File: config.mk
export PLATFORM = sky130hd
export DESIGN_NAME = pixel_stream_source
export DESIGN_NICKNAME = d
export VERILOG_FILES = /design/src/rtl/sobel_pkg.sv /design/src/rtl/stream_skid_fifo.sv /design/src/rtl/pixel_stream_source.sv
export SDC_FILE = /design/constraint.sdc
export NUM_CORES = 1
export LEC_CHECK = 0
export CAP_MARGIN = 40
export CORE_ASPECT_RATIO = 0.7
export CORE_MARGIN = 3
export CORE_UTILIZATION = 45
export DETAILED_ROUTE_END_ITERATION = 8
export PLACE_DENSITY_LB_ADDON = 0.2
export SLEW_MARGIN = 10
export SYNTH_ARGS = -nofsm -noshare
export SYNTH_HDL_FRONTEND = slang
export SYNTH_HIERARCHICAL = 1
export SYNTH_SLANG_ARGS = --single-unit
File: constraint.sdc
create_clock -name clk -period 2.2 [get_ports clk]
set_input_delay 0.22 -clock clk [delete_from_list [all_inputs] [get_ports clk]]
set_output_delay 0.22 -clock clk [all_outputs]
set_load 0.01 [all_outputs]
File: src/rtl/sobel_pkg.sv
// Shared types for the Sobel pixel pipeline: frame geometry defaults, the
// transmitter state encoding and the stream beat carried between stages.
package sobel_pkg;

    localparam int DEF_WIDTH  = 512;
    localparam int DEF_HEIGHT = 512;
    localparam int DEF_DATA_W = 8;

    typedef enum logic [1:0] {
        IDLE  = 2'd0,
        RUN   = 2'd1,
        DRAIN = 2'd2,
        DONE  = 2'd3
    } state_e;

    typedef struct packed {
        logic [DEF_DATA_W-1:0] data;
        logic                  sof;
        logic                  eol;
        logic                  eof;
    } beat_t;

endpackage

File: src/rtl/stream_skid_fifo.sv
// Two-entry FIFO of stream beats; the head entry is presented combinationally.
// The beat type is a parameter so the pixel width can follow the top level.
module stream_skid_fifo
    import sobel_pkg::*;
#(
    parameter type beat_T = beat_t
) (
    input  logic       clk,
    input  logic       rst_n,
    input  logic       push_i,
    input  beat_T      push_beat_i,
    input  logic       pop_i,
    output beat_T      head_o,
    output logic       full_o,
    output logic       empty_o,
    output logic [1:0] count_o
);

    beat_T      mem_q [2];
    logic       wr_ptr_q, rd_ptr_q;
    logic [1:0] count_q, count_d;
    logic       do_push, do_pop;

    assign do_pop  = pop_i && (count_q != 2'd0);
    // A push into a full FIFO is only accepted when the head leaves this cycle
    assign do_push = push_i && ((count_q != 2'd2) || do_pop);

    always_comb begin
        count_d = count_q;
        if (do_push && !do_pop) count_d = count_q + 2'd1;
        if (do_pop && !do_push) count_d = count_q - 2'd1;
    end

    always_ff @(posedge clk or negedge rst_n) begin
        if (!rst_n) begin
            mem_q[0] <= '0;
            mem_q[1] <= '0;
            wr_ptr_q <= 1'b0;
            rd_ptr_q <= 1'b0;
            count_q  <= 2'd0;
        end else begin
            if (do_push) begin
                mem_q[wr_ptr_q] <= push_beat_i;
                wr_ptr_q        <= ~wr_ptr_q;
            end
            if (do_pop) rd_ptr_q <= ~rd_ptr_q;
            count_q <= count_d;
        end
    end

    assign head_o  = mem_q[rd_ptr_q];
    assign full_o  = (count_q == 2'd2);
    assign empty_o = (count_q == 2'd0);
    assign count_o = count_q;

endmodule

File: src/rtl/pixel_stream_source.sv
// Raster frame transmitter: reads a WIDTH x HEIGHT frame from synchronous memory
// and streams it with sof/eol/eof. Optional PIXEL_STREAM_TEST_PATTERN_EN adds x^y pattern mode.
module pixel_stream_source
    import sobel_pkg::*;
#(
    parameter int WIDTH  = DEF_WIDTH,
    parameter int HEIGHT = DEF_HEIGHT,
    parameter int DATA_W = DEF_DATA_W,
    parameter int ADDR_W = 18
) (
    input  logic              clk,
    input  logic              rst_n,
    input  logic              start,
`ifdef PIXEL_STREAM_TEST_PATTERN_EN
    input  logic              pattern_sel,
`endif
    output logic              busy,
    output logic              done,
    output logic              mem_rd_en,
    output logic [ADDR_W-1:0] mem_addr,
    input  logic [DATA_W-1:0] mem_rd_data,
    output logic              px_valid,
    input  logic              px_ready,
    output logic [DATA_W-1:0] px_data,
    output logic              px_sof,
    output logic              px_eol,
    output logic              px_eof
);

    localparam int XW = (WIDTH  > 1) ? $clog2(WIDTH)  : 1;
    localparam int YW = (HEIGHT > 1) ? $clog2(HEIGHT) : 1;
    localparam logic [ADDR_W-1:0] LAST_ADDR = ADDR_W'(WIDTH * HEIGHT - 1);
    localparam logic [XW-1:0]     LAST_X    = XW'(WIDTH - 1);

    typedef struct packed {
        logic [DATA_W-1:0] data;
        logic              sof;
        logic              eol;
        logic              eof;
    } px_beat_t;

    state_e            state_q, state_d;
    logic [XW-1:0]     x_q, x_d;
    logic [YW-1:0]     y_q, y_d;
    logic [ADDR_W-1:0] addr_q, addr_d;
    logic              inflight_q;
    logic              sof_q, eol_q, eof_q;
    logic              issue, pop, slot_free, last_issue;
    px_beat_t          push_beat, head;
    logic              fifo_full, fifo_empty;
    logic [1:0]        fifo_cnt;

`ifdef PIXEL_STREAM_TEST_PATTERN_EN
    logic              pat_q;
    logic [DATA_W-1:0] pat_data_q;
`endif

    assign pop        = !fifo_empty && px_ready;
    assign last_issue = (addr_q == LAST_ADDR);
    // Buffered + in-flight beats stay at most 2; a transfer this cycle frees a slot
    assign slot_free  = (fifo_cnt == 2'd0) || (!fifo_full && !inflight_q);
    assign issue      = (state_q == RUN) && (slot_free || pop);

    always_comb begin
        state_d = state_q;
        x_d     = x_q;
        y_d     = y_q;
        addr_d  = addr_q;
        case (state_q)
            IDLE: begin
                if (start) begin
                    state_d = RUN;
                    x_d     = '0;
                    y_d     = '0;
                    addr_d  = '0;
                end
            end
            RUN: begin
                if (issue) begin
                    if (last_issue) begin
                        state_d = DRAIN;
                    end else begin
                        addr_d = addr_q + ADDR_W'(1);
                        if (x_q == LAST_X) begin
                            x_d = '0;
                            y_d = y_q + YW'(1);
                        end else begin
                            x_d = x_q + XW'(1);
                        end
                    end
                end
            end
            DRAIN:   if (pop && head.eof) state_d = DONE;
            DONE:    state_d = IDLE;
            default: state_d = IDLE;
        endcase
    end

    always_ff @(posedge clk or negedge rst_n) begin
        if (!rst_n) begin
            state_q    <= IDLE;
            x_q        <= '0;
            y_q        <= '0;
            addr_q     <= '0;
            inflight_q <= 1'b0;
            sof_q      <= 1'b0;
            eol_q      <= 1'b0;
            eof_q      <= 1'b0;
        end else begin
            state_q    <= state_d;
            x_q        <= x_d;
            y_q        <= y_d;
            addr_q     <= addr_d;
            inflight_q <= issue;
            // Markers travel alongside the read so they meet its data at the FIFO
            if (issue) begin
                sof_q <= (x_q == '0) && (y_q == '0);
                eol_q <= (x_q == LAST_X);
                eof_q <= last_issue;
            end
        end
    end

`ifdef PIXEL_STREAM_TEST_PATTERN_EN
    always_ff @(posedge clk or negedge rst_n) begin
        if (!rst_n) begin
            pat_q      <= 1'b0;
            pat_data_q <= '0;
        end else begin
            if (state_q == IDLE && start) pat_q <= pattern_sel;
            if (issue) pat_data_q <= DATA_W'(32'(x_q) ^ 32'(y_q));
        end
    end

    assign mem_rd_en = issue && !pat_q;
`else
    assign mem_rd_en = issue;
`endif

    always_comb begin
        push_beat.data = mem_rd_data;
`ifdef PIXEL_STREAM_TEST_PATTERN_EN
        if (pat_q) push_beat.data = pat_data_q;
`endif
        push_beat.sof = sof_q;
        push_beat.eol = eol_q;
        push_beat.eof = eof_q;
    end

    stream_skid_fifo #(.beat_T(px_beat_t)) u_fifo (
        .clk        (clk),
        .rst_n      (rst_n),
        .push_i     (inflight_q),
        .push_beat_i(push_beat),
        .pop_i      (pop),
        .head_o     (head),
        .full_o     (fifo_full),
        .empty_o    (fifo_empty),
        .count_o    (fifo_cnt)
    );

    assign mem_addr = addr_q;
    assign busy     = (state_q == RUN) || (state_q == DRAIN);
    assign done     = (state_q == DONE);
    assign px_valid = !fifo_empty;
    assign px_data  = px_valid ? head.data : '0;
    assign px_sof   = px_valid && head.sof;
    assign px_eol   = px_valid && head.eol;
    assign px_eof   = px_valid && head.eof;

endmodule

### Yosys cells after proc, flatten, opt, wreduce, memory -nomap -nowiden

Index checks and enable logic that the tools add are counted.

| operators by class | value |
|---|---|
| add/sub/neg operators | 5 |
| $lt $le $gt $ge | 3 |
| eq/ne operators | 13 |
| muxes and demuxes | 27 |
| bitwise logic cells | 4 |
| reductions and logical operators | 32 |

Operators with widths:

| kind | number |
|---|---|
| 2-to-1 mux 9 bit | 7 |
| 2-to-1 mux 18 bit | 3 |
| 2-to-1 mux 11 bit | 4 |
| one-hot mux 18 bit (2 select lines) | 1 |
| one-hot mux 9 bit (2 select lines) | 2 |
| bitwise mux 22 bit | 1 |
| adder 18 x 1 -> 18 bit (second input constant) | 1 |
| adder 9 x 1 -> 9 bit (second input constant) | 2 |
| == test 18 bit (second input constant) | 1 |
| zero test 9 bit | 2 |
| inequality test 2 bit (second input constant) | 7 |
| logical AND 1 bit | 13 |
| 2-to-1 mux 2 bit | 6 |
| demux 11 bit (select 1 bit) | 1 |
| == test 9 bit (second input constant) | 1 |
| 2-to-1 mux 8 bit | 1 |
| one-hot mux 2 bit (4 select lines) | 1 |
| AND reduction 4 bit | 2 |
| == test 2 bit (second input constant) | 3 |
| nonzero test 2 bit | 3 |
| zero test 1 bit | 5 |
| AND reduction 5 bit | 1 |
| greater-or-equal comparator 2 bit (second input constant) | 2 |
| zero test 2 bit | 2 |
| 7 further kinds | 12 |

| storage, ports and cells | value |
|---|---|
| bits in registers | 68 |
| output and inout bits | 33 |
| word-level logic and storage cells | 103 |

### Logic depth before layout (Yosys ltp)

Gate-level depths: netlist of run 1.

| logic depth | value |
|---|---|
| word-level depth | 9 |
| mapped depth | 10 |

### Modules after synthesis

Netlist of run 1, hierarchy kept.

By module, submodules not included:

| module | times used | cells each | area each (um2) | sequential area each (um2) |
|---|---|---|---|---|
| pixel_stream_source | 1 | 290 | 2663.8 | 1051.0 |
| stream_skid_fifo | 1 | 77 | 1239.9 | 650.6 |

### Worst setup path after synthesis of run 1

No wires, ideal clock.

| timing | value |
|---|---|
| path type | register to register |
| start | reg x_q[0] |
| end | reg y_q[8] |
| library setup time | 69 ps |
| data arrival time | 2350 ps |
| data required time | 2131 ps |
| slack | -219 ps |
| cell stages (with the launch flop) | 11 |
| buffers on the path | 1 |
| clock period less this slack | 2419 ps |
| cells stage by stage | dfrtp_1 -> ha_1 -> and3_1 -> and3_1 -> and3_1 -> ha_1 -> clkbuf_1 -> and4_1 -> o21ai_0 -> or4_1 -> nand3_1 |

| on the way | value |
|---|---|
| cells in the longest elaborated chain, start to end | 3 |

RTL lines:

| item | line | text |
|---|---|---|
| start: declaration | pixel_stream_source.sv:43 | `logic [XW-1:0] x_q, x_d;` |
| start signal: assignment | pixel_stream_source.sv:102 | `x_q <= '0;` |
| start signal: assignment | pixel_stream_source.sv:111 | `x_q <= x_d;` |
| == test 9 bit | pixel_stream_source.sv:84 | `if (x_q == LAST_X) begin` |
| inequality test 2 bit (no source line) | -- |  |
| AND reduction 5 bit (no source line) | -- |  |
| end signal: assignment | pixel_stream_source.sv:112 | `y_q <= y_d;` |
| end: declaration | pixel_stream_source.sv:44 | `logic [YW-1:0] y_q, y_d;` |

Every way passes these cells.
A chain may end at the register's enable or synchronous reset.

### Final worst setup path of run 1

| timing | value |
|---|---|
| start | reg x_q[1] |
| end | reg y_q[8] |

Same word-level chain as after synthesis.

==> reports/metrics.csv, run 1 <==
stage,metric,value,unit
worst_setup_path,crit-path max FO,6,
drt,Vias,3060,
floorplanning,width of the die,117.3,um
synthesis,Yosys top cell area share,43.59,%
sta,Final setup viols,0,
worst_setup_path,Critical Path RT,2.48,ns
clock_network,CTS HTree Levels,3,
worst_setup_path,critical path endpoint category,register,
worst_setup_path,WS Path Type,register to register,
worst_setup_path,slowest CP cell,or4_1,
final_layout,fillcell total,658,
run_status,outcome,finished clean,
placement,placed standard-cell area,4616,um^2
final_layout,share of cells above drive strength 1,23.91,%
clock_network,CTS tree,built,
placement,pre-CTS setup slack,0.01321,ns
synthesis,"top cells by count, synth","dfrtp_1 (68), o21ai_0 (27), nand2_1 (26)",
worst_setup_path,R2R depth,9,
clock_network,Inserted Clock Buffers,9,
power_and_ir_drop,Power Density,1247,nW/um^2
synthesis,syn nets,391,
worst_setup_path,CP Depth,9,
worst_setup_path,cell family with most CP delay,simple AND/OR/NAND/NOR gates,
sta,Fin. Hold Viols,0,
drt,DRC,0,
drt,DR WL/cell,16.42,um
synthesis,cell taking the most area after synthesis,dfrtp_1,
floorplanning,row cnt,27,
synthesis,Post-Syn Area,3904,um^2
synthesis,Syn Inst Count,367,
floorplanning,Initial Utilization,47.95,%
floorplanning,Core Area,8142,um^2
floorplanning,Ports,45,
worst_setup_path,FF-to-FF Start,x_q[1],
drt,Detail Route Antenna Nets,0,
placement,DP Wirelength,6322,um
sta,Peak Freq,472.6,MHz
final_layout,post-layout instance area,5014,um^2
power_and_ir_drop,total chip power,6254,uW
grt,largest net degree at the start of global routing,45,
clock_network,Sink Count,68,
sta,Final Max Tran Viols,0,
placement,port buffer count,44,
synthesis,Synthesis Warnings,6,
sta,max_slew headroom,59.77,%
sta,TNS Setup,0,ns
worst_setup_path,reg2reg end,y_q[8],
grt,vias in the first global route,3065,
clock_network,clock buffer depth,2,
synthesis,"flops & latches, synth",68,
worst_setup_path,CP peak stage delay,0.40,ns
synthesis,Syn Area/Cell,10.64,um^2
drt,DR vias/cell,5.554,
synthesis,ys async rst share,100.0,%
grt,final global-route overflow total,0,
worst_setup_path,r2r setup slk,0.08,ns
clock_network,clock-pin slew on the worst setup and hold paths,0.06,ns
synthesis,main area contributors after synthesis,"dfrtp_1 (44%), mux2_4 (7.7%), mux2_2 (4.0%)",
worst_setup_path,Worst Path Arrival,2.39,ns
sta,skew final,0.005567,ns
grt,total track usage,19.80,%
worst_setup_path,Crit. Startpoint,x_q[1],
grt,initial antenna violation count,0,
worst_setup_path,crit path capture,y_q[8],
drt,Detailed Route WL,9046,um
synthesis,Post-synth EDFFs,0,
sta,worst slew pin tran,0.6034,ns
final_layout,Layout Nets,454,
synthesis,Unique masters post-synth,57,
worst_setup_path,Startpoint Class,register,
floorplanning,die height,83.93,um
drt,Initial DRC Count,203,
drt,Pre-Repair DR Iteration Count,5,
run,max-capacitance violation count,0,
clock_network,"Clk Latency, worst-skew pair",0.34,ns
floorplanning,die area,9847,um^2
synthesis,register area share after synthesis,43.59,%
sta,PnR worst setup slack,0.08426,ns
worst_setup_path,CP cell instances,"ha_2, and3_4, and3_4, and3_4, ha_4, and4_1, o21ai_2, or4_1, nand3_1",
power_and_ir_drop,VDD IR max,0.0007228,V
worst_setup_path,CP most frequent cell,and3_4,
synthesis,ys flop type,dfrtp_1,
worst_setup_path,worst path bufs/invs,0,
final_layout,Syn-to-layout area delta,28.43,%
final_layout,diode count,0,
sta,final period utilization,96.17,%
clock_network,CTS root buf,clkbuf_16,
grt,first-pass GRT wire length,15860,um
sta,worst hold slack,0.4234,ns
synthesis,most frequent cell after synthesis,dfrtp_1,
placement,routability cong.,0.8263,
power_and_ir_drop,static leakage,0.002094,uW
sta,Final Critical Period,2.116,ns
sta,RSZ-0062 raised after global routing,false,
hold_path,hold crit path type,input port to asynchronous set/reset pin,
## per-layer routing
metal / vias to the layer above / global-route usage (%) / wire (um)
met1: 1501 / 29.77 / 4670
met4: 0 / 5.325 / 133
met2: 67 / 27.73 / 3865
li1: 1480 / - / -
met3: 12 / 5.623 / 376
met5: - / 0 / 0
## state kept, by name (all words and copies together), names as in the netlist, 2 cells and up
register / cells
u_fifo/mem_q: 22
mem_addr: 18
x_q: 9
u_fifo/count_o: 2
state_q: 2
y_q: 9
## through the flow
stage	std cells	utilization, %
2_1_floorplan	367	-
3_3_place_gp	533	56.69
3_5_place_dp	533	56.69
4_1_cts	551	61.29
5_1_grt	551	61.58
6_report	551	61.58
## worst reg2reg max path: stages, from the launching register on
cell	delay [ns]
dfrtp_1	0.36
ha_2	0.20
and3_4	0.19
and3_4	0.19
and3_4	0.19
ha_4	0.16
and4_1	0.21
o21ai_2	0.08
or4_1	0.40
nand3_1	0.08
## power by group
part	switching, uW	total [uW]	internal, uW	leakage, uW
logic	1250	2750	1500	0.00112
clock network	560	1580	1020	0.000151
registers	330	1920	1590	0.000819
total	2140	6250	4120	0.00209
## kinds of logic (layout without fill, tap and decap cells)
family	Yosys count	after routing	share of synthesized area, %
simple gates	124	124	18.14
compound gates	84	84	15.26
flops	68	68	43.59
mux	40	40	13.40
buf+inv	31	99	3.974
fa+ha+maj	12	12	3.846
xor+xnor	8	8	1.795
## final cells by class
type | count | area, um^2 | share of cell area (%)
Clock inverter | 6 | 87.58 | 1.747
Tap cell | 116 | 145.1 | 2.895
Clock buffer | 10 | 239.0 | 4.767
Inverter | 14 | 52.55 | 1.048
Sequential cell | 68 | 1705 | 34.02
Multi-Input combinational cell | 268 | 2106 | 42.00
Timing Repair Buffer | 69 | 678.2 | 13.53
## how the worst min path moves through the flow
stage | start | endpoint | slack, ns | depth (start not counted)
finish | rst_n | u_fifo/mem_q[21] | 0.42 | 2
global route | rst_n | u_fifo/mem_q[10] | 0.48 | 2
CTS | rst_n | u_fifo/mem_q[21] | 0.44 | 2
detailed placement | rst_n | u_fifo/mem_q[21] | 0.26 | 1
global placement | rst_n | u_fifo/mem_q[10] | 0.26 | 1
floorplan | rst_n | eof_q | -0.08 | 0
## placed cells by master (no fill, tap or decap), types with 4 or more instances in the layout
cell	netlist	final
buf_12	0	4
clkdlybuf4s50_1	0	42
inv_1	14	12
nand4_1	7	7
o211ai_1	4	4
xnor2_1	4	4
xor2_1	4	4
nor2_1	20	19
nand2_1	26	26
dfrtp_1	68	65
o21ai_0	27	26
buf_4	1	19
nor2b_1	14	14
nand3_1	12	12
mux2_2	14	14
o311ai_0	7	5
nor3_1	4	4
mux2_4	20	20
a21oi_1	8	8
nand2b_1	12	11
mux2_1	4	4
a22o_1	9	9
ha_1	12	9
clkbuf_16	0	9
## repair_timing
item / 4_1_cts / 5_1_grt
setup endpoints to repair: 13 / 13
setup buffers: 1 / 0
hold endpoints to repair: 24 / 0
pin swaps: 1 / 0
hold buffers: 1 / 0
resized for setup: 9 / 10
cloned: 0 / 0
(Power assumes the default switching activity.)
==> run 2, diff against run 1 <==
- ABC_CLOCK_PERIOD_IN_PS: default -> 2200
- CTS_BUF_LIST: default -> sky130_fd_sc_hd__clkbuf_2
==> run 2 against run 1 <==
Non-clock buffer count up 10. Sequential cell count unchanged. Largest cell class unchanged. Clock power down 46%. Combinational power up 4%. Sequential power down 2%.
==> reports/metrics.csv, run 2 (synthesis results as in run 1) <==
stage,metric,value,unit,change
run_status,outcome,finished clean,,
final_layout,max reg flops,22,,unchanged
final_layout,"most common cell after layout, fill and taps aside",dfrtp_1,,
run,max-capacitance violation count,0,,unchanged
final_layout,Layout Nets,464,,+2.2%
grt,initial antenna violation count,0,,unchanged
drt,Vias,3101,,+1.3%
final_layout,Reg with most FFs,u_fifo/mem_q,,
final_layout,Layout Cells excl Fill,561,,+1.8%
grt,first-pass GRT wire length,15990,um,+0.83%
floorplanning,Ports,45,,unchanged
power_and_ir_drop,VDD IR max,0.0008775,V,+21%
grt,largest net degree at the start of global routing,45,,unchanged
final_layout,most frequent cells in the layout,"dfrtp_1 (64), clkdlybuf4s50_1 (30), buf_4 (28)",,
sta,Final Critical Period,2.138,ns,+0.02221 ns
drt,Initial DRC Count,208,,+2.5%
grt,total track usage,19.89,%,+0.094 points
worst_setup_path,WS Path Type,register to register,,
worst_setup_path,critical path endpoint category,register,,
clock_network,clock-pin slew on the worst setup and hold paths,0.21,ns,+0.15 ns
sta,Final Max Tran Viols,0,,unchanged
worst_setup_path,Worst Path Arrival,2.64,ns,+0.25 ns
clock_network,"Clk Latency, worst-skew pair",0.55,ns,+0.21 ns
placement,placed cell count,533,,unchanged
worst_setup_path,Critical Path RT,2.70,ns,+0.22 ns
worst_setup_path,r2r setup slk,0.06,ns,-0.02 ns
clock_network,CTS root buf,clkbuf_2,,
drt,DR WL/cell,16.29,um,-0.77%
worst_setup_path,crit-path max FO,6,,unchanged
placement,placed standard-cell area,4616,um^2,unchanged
final_layout,post-layout instance area,4922,um^2,-1.8%
clock_network,Sink Count,68,,unchanged
power_and_ir_drop,total chip power,5602,uW,-10%
drt,Detail Route Antenna Nets,0,,unchanged
power_and_ir_drop,static leakage,0.002101,uW,+0.32%
sta,max_slew headroom,59.55,%,-0.22 points
floorplanning,Initial Utilization,47.95,%,unchanged
floorplanning,width of the die,117.3,um,unchanged
placement,routability cong.,0.8263,,unchanged
sta,Peak Freq,467.7,MHz,-1.0%
drt,DRC,0,,unchanged
sta,worst hold slack,0.1758,ns,-0.2476 ns
placement,DP Wirelength,6322,um,unchanged
clock_network,CTS HTree Levels,3,,unchanged
grt,final global-route overflow total,0,,unchanged
sta,RSZ-0062 raised after global routing,true,,
placement,port buffer count,44,,unchanged
sta,Fin. Hold Viols,0,,unchanged
floorplanning,die height,83.93,um,unchanged
final_layout,Syn-to-layout area delta,26.09,%,
hold_path,hold crit path type,input port to asynchronous set/reset pin,,
sta,final period utilization,97.18,%,+1.0 points
clock_network,Inserted Clock Buffers,9,,unchanged
floorplanning,Core Area,8142,um^2,unchanged
drt,Pre-Repair DR Iteration Count,5,,unchanged
drt,DR vias/cell,5.528,,-0.47%
final_layout,share of cells above drive strength 1,26.74,%,+2.8 points
floorplanning,row cnt,27,,unchanged
clock_network,clock buffer depth,2,,unchanged
clock_network,CTS tree,built,,
worst_setup_path,Startpoint Class,register,,
final_layout,diode count,0,,unchanged
grt,vias in the first global route,3085,,+0.65%
sta,Final setup viols,0,,unchanged
drt,Detailed Route WL,9139,um,+1.0%
power_and_ir_drop,Power Density,1138,nW/um^2,-8.8%
sta,worst slew pin tran,0.6068,ns,+0.003353 ns
sta,TNS Setup,0,ns,unchanged
floorplanning,die area,9847,um^2,unchanged
sta,skew final,0.02926,ns,+0.02369 ns
-- run 2: cell types whose count changed in the layout (fill, tap and decap cells not counted), moves of 2 or more --
cell and delta:
buf_4 +9, o311ai_0 +2, o311ai_1 -2, clkdlybuf4s50_1 -12
dlygate4sd2_1 +11, clkbuf_16 -9, clkbuf_2 +10
-- run 2: critical path, stage by stage, from the launching register on --
cell and delay, ns:
dfrtp_1 0.44, ha_4 0.16, and3_4 0.19, and3_4 0.19, and3_4 0.19, ha_4 0.16, and4_1 0.21, o21ai_2 0.08
or4_1 0.40, nand3_1 0.08
-- run 2: routing by layer --
metal  GRT usage (%)  part of all wire, %  up-vias
met5               0                    0        -
met4           5.218                 0.97        0
met3           5.014                  4.9       13
met2           28.09                   43       86
met1           30.16                   51     1503
li1                -                    -     1499
-- run 2: report_power, final --
part           internal (uW)  switching [uW]
Sequential              1590             292
Combinational           1540            1330
Clock                    368             483
-- run 2: area by class of cell --
| class | instances | area [um^2] |
|---|---|---|
| fillers | 672 | 3219 |
| clock buffers | 9 | 45.04 |
| inverters | 14 | 56.30 |
| multi-input cells | 268 | 2140 |
| repair buffers | 79 | 738.2 |
| clock inverters | 7 | 91.34 |
| well taps | 116 | 145.1 |
| flip-flops and latches | 68 | 1707 |
-- run 2: timing repair --
action / 4_1_cts / 5_1_grt
endpoints found under the hold margin: 24 / 0
gates resized for setup: 26 / 14
setup buffers: 8 / 3
hold buffers: 1 / 0
pin swaps: 1 / 1
setup endpoints to repair: 14 / 14
-- run 2: path summary, 6_finish.rpt --
| check | start | end | cells after the start |
|---|---|---|---|
| worst max-delay path | x_q[1] | y_q[8] | 9 |
| worst min-delay path | rst_n | x_q[4] | 2 |
| worst max register to register | x_q[1] | y_q[8] | 9 |
| worst min register to register | eof_q | u_fifo/mem_q[11] | 1 |
| max in group asynchronous | rst_n | u_fifo/count_o[0] | 3 |
| min in group clk | mem_rd_data[1] | u_fifo/mem_q[4] | 2 |
-- run 2: per-stage QoR --
step	setup slack, ns	util (%)
global placement	0.05751	56.69
finish	0.06204	60.46
global route	-0.02127	60.46
detailed placement	0.01321	56.69
CTS	0.02745	59.70
floorplan	0.03925	-
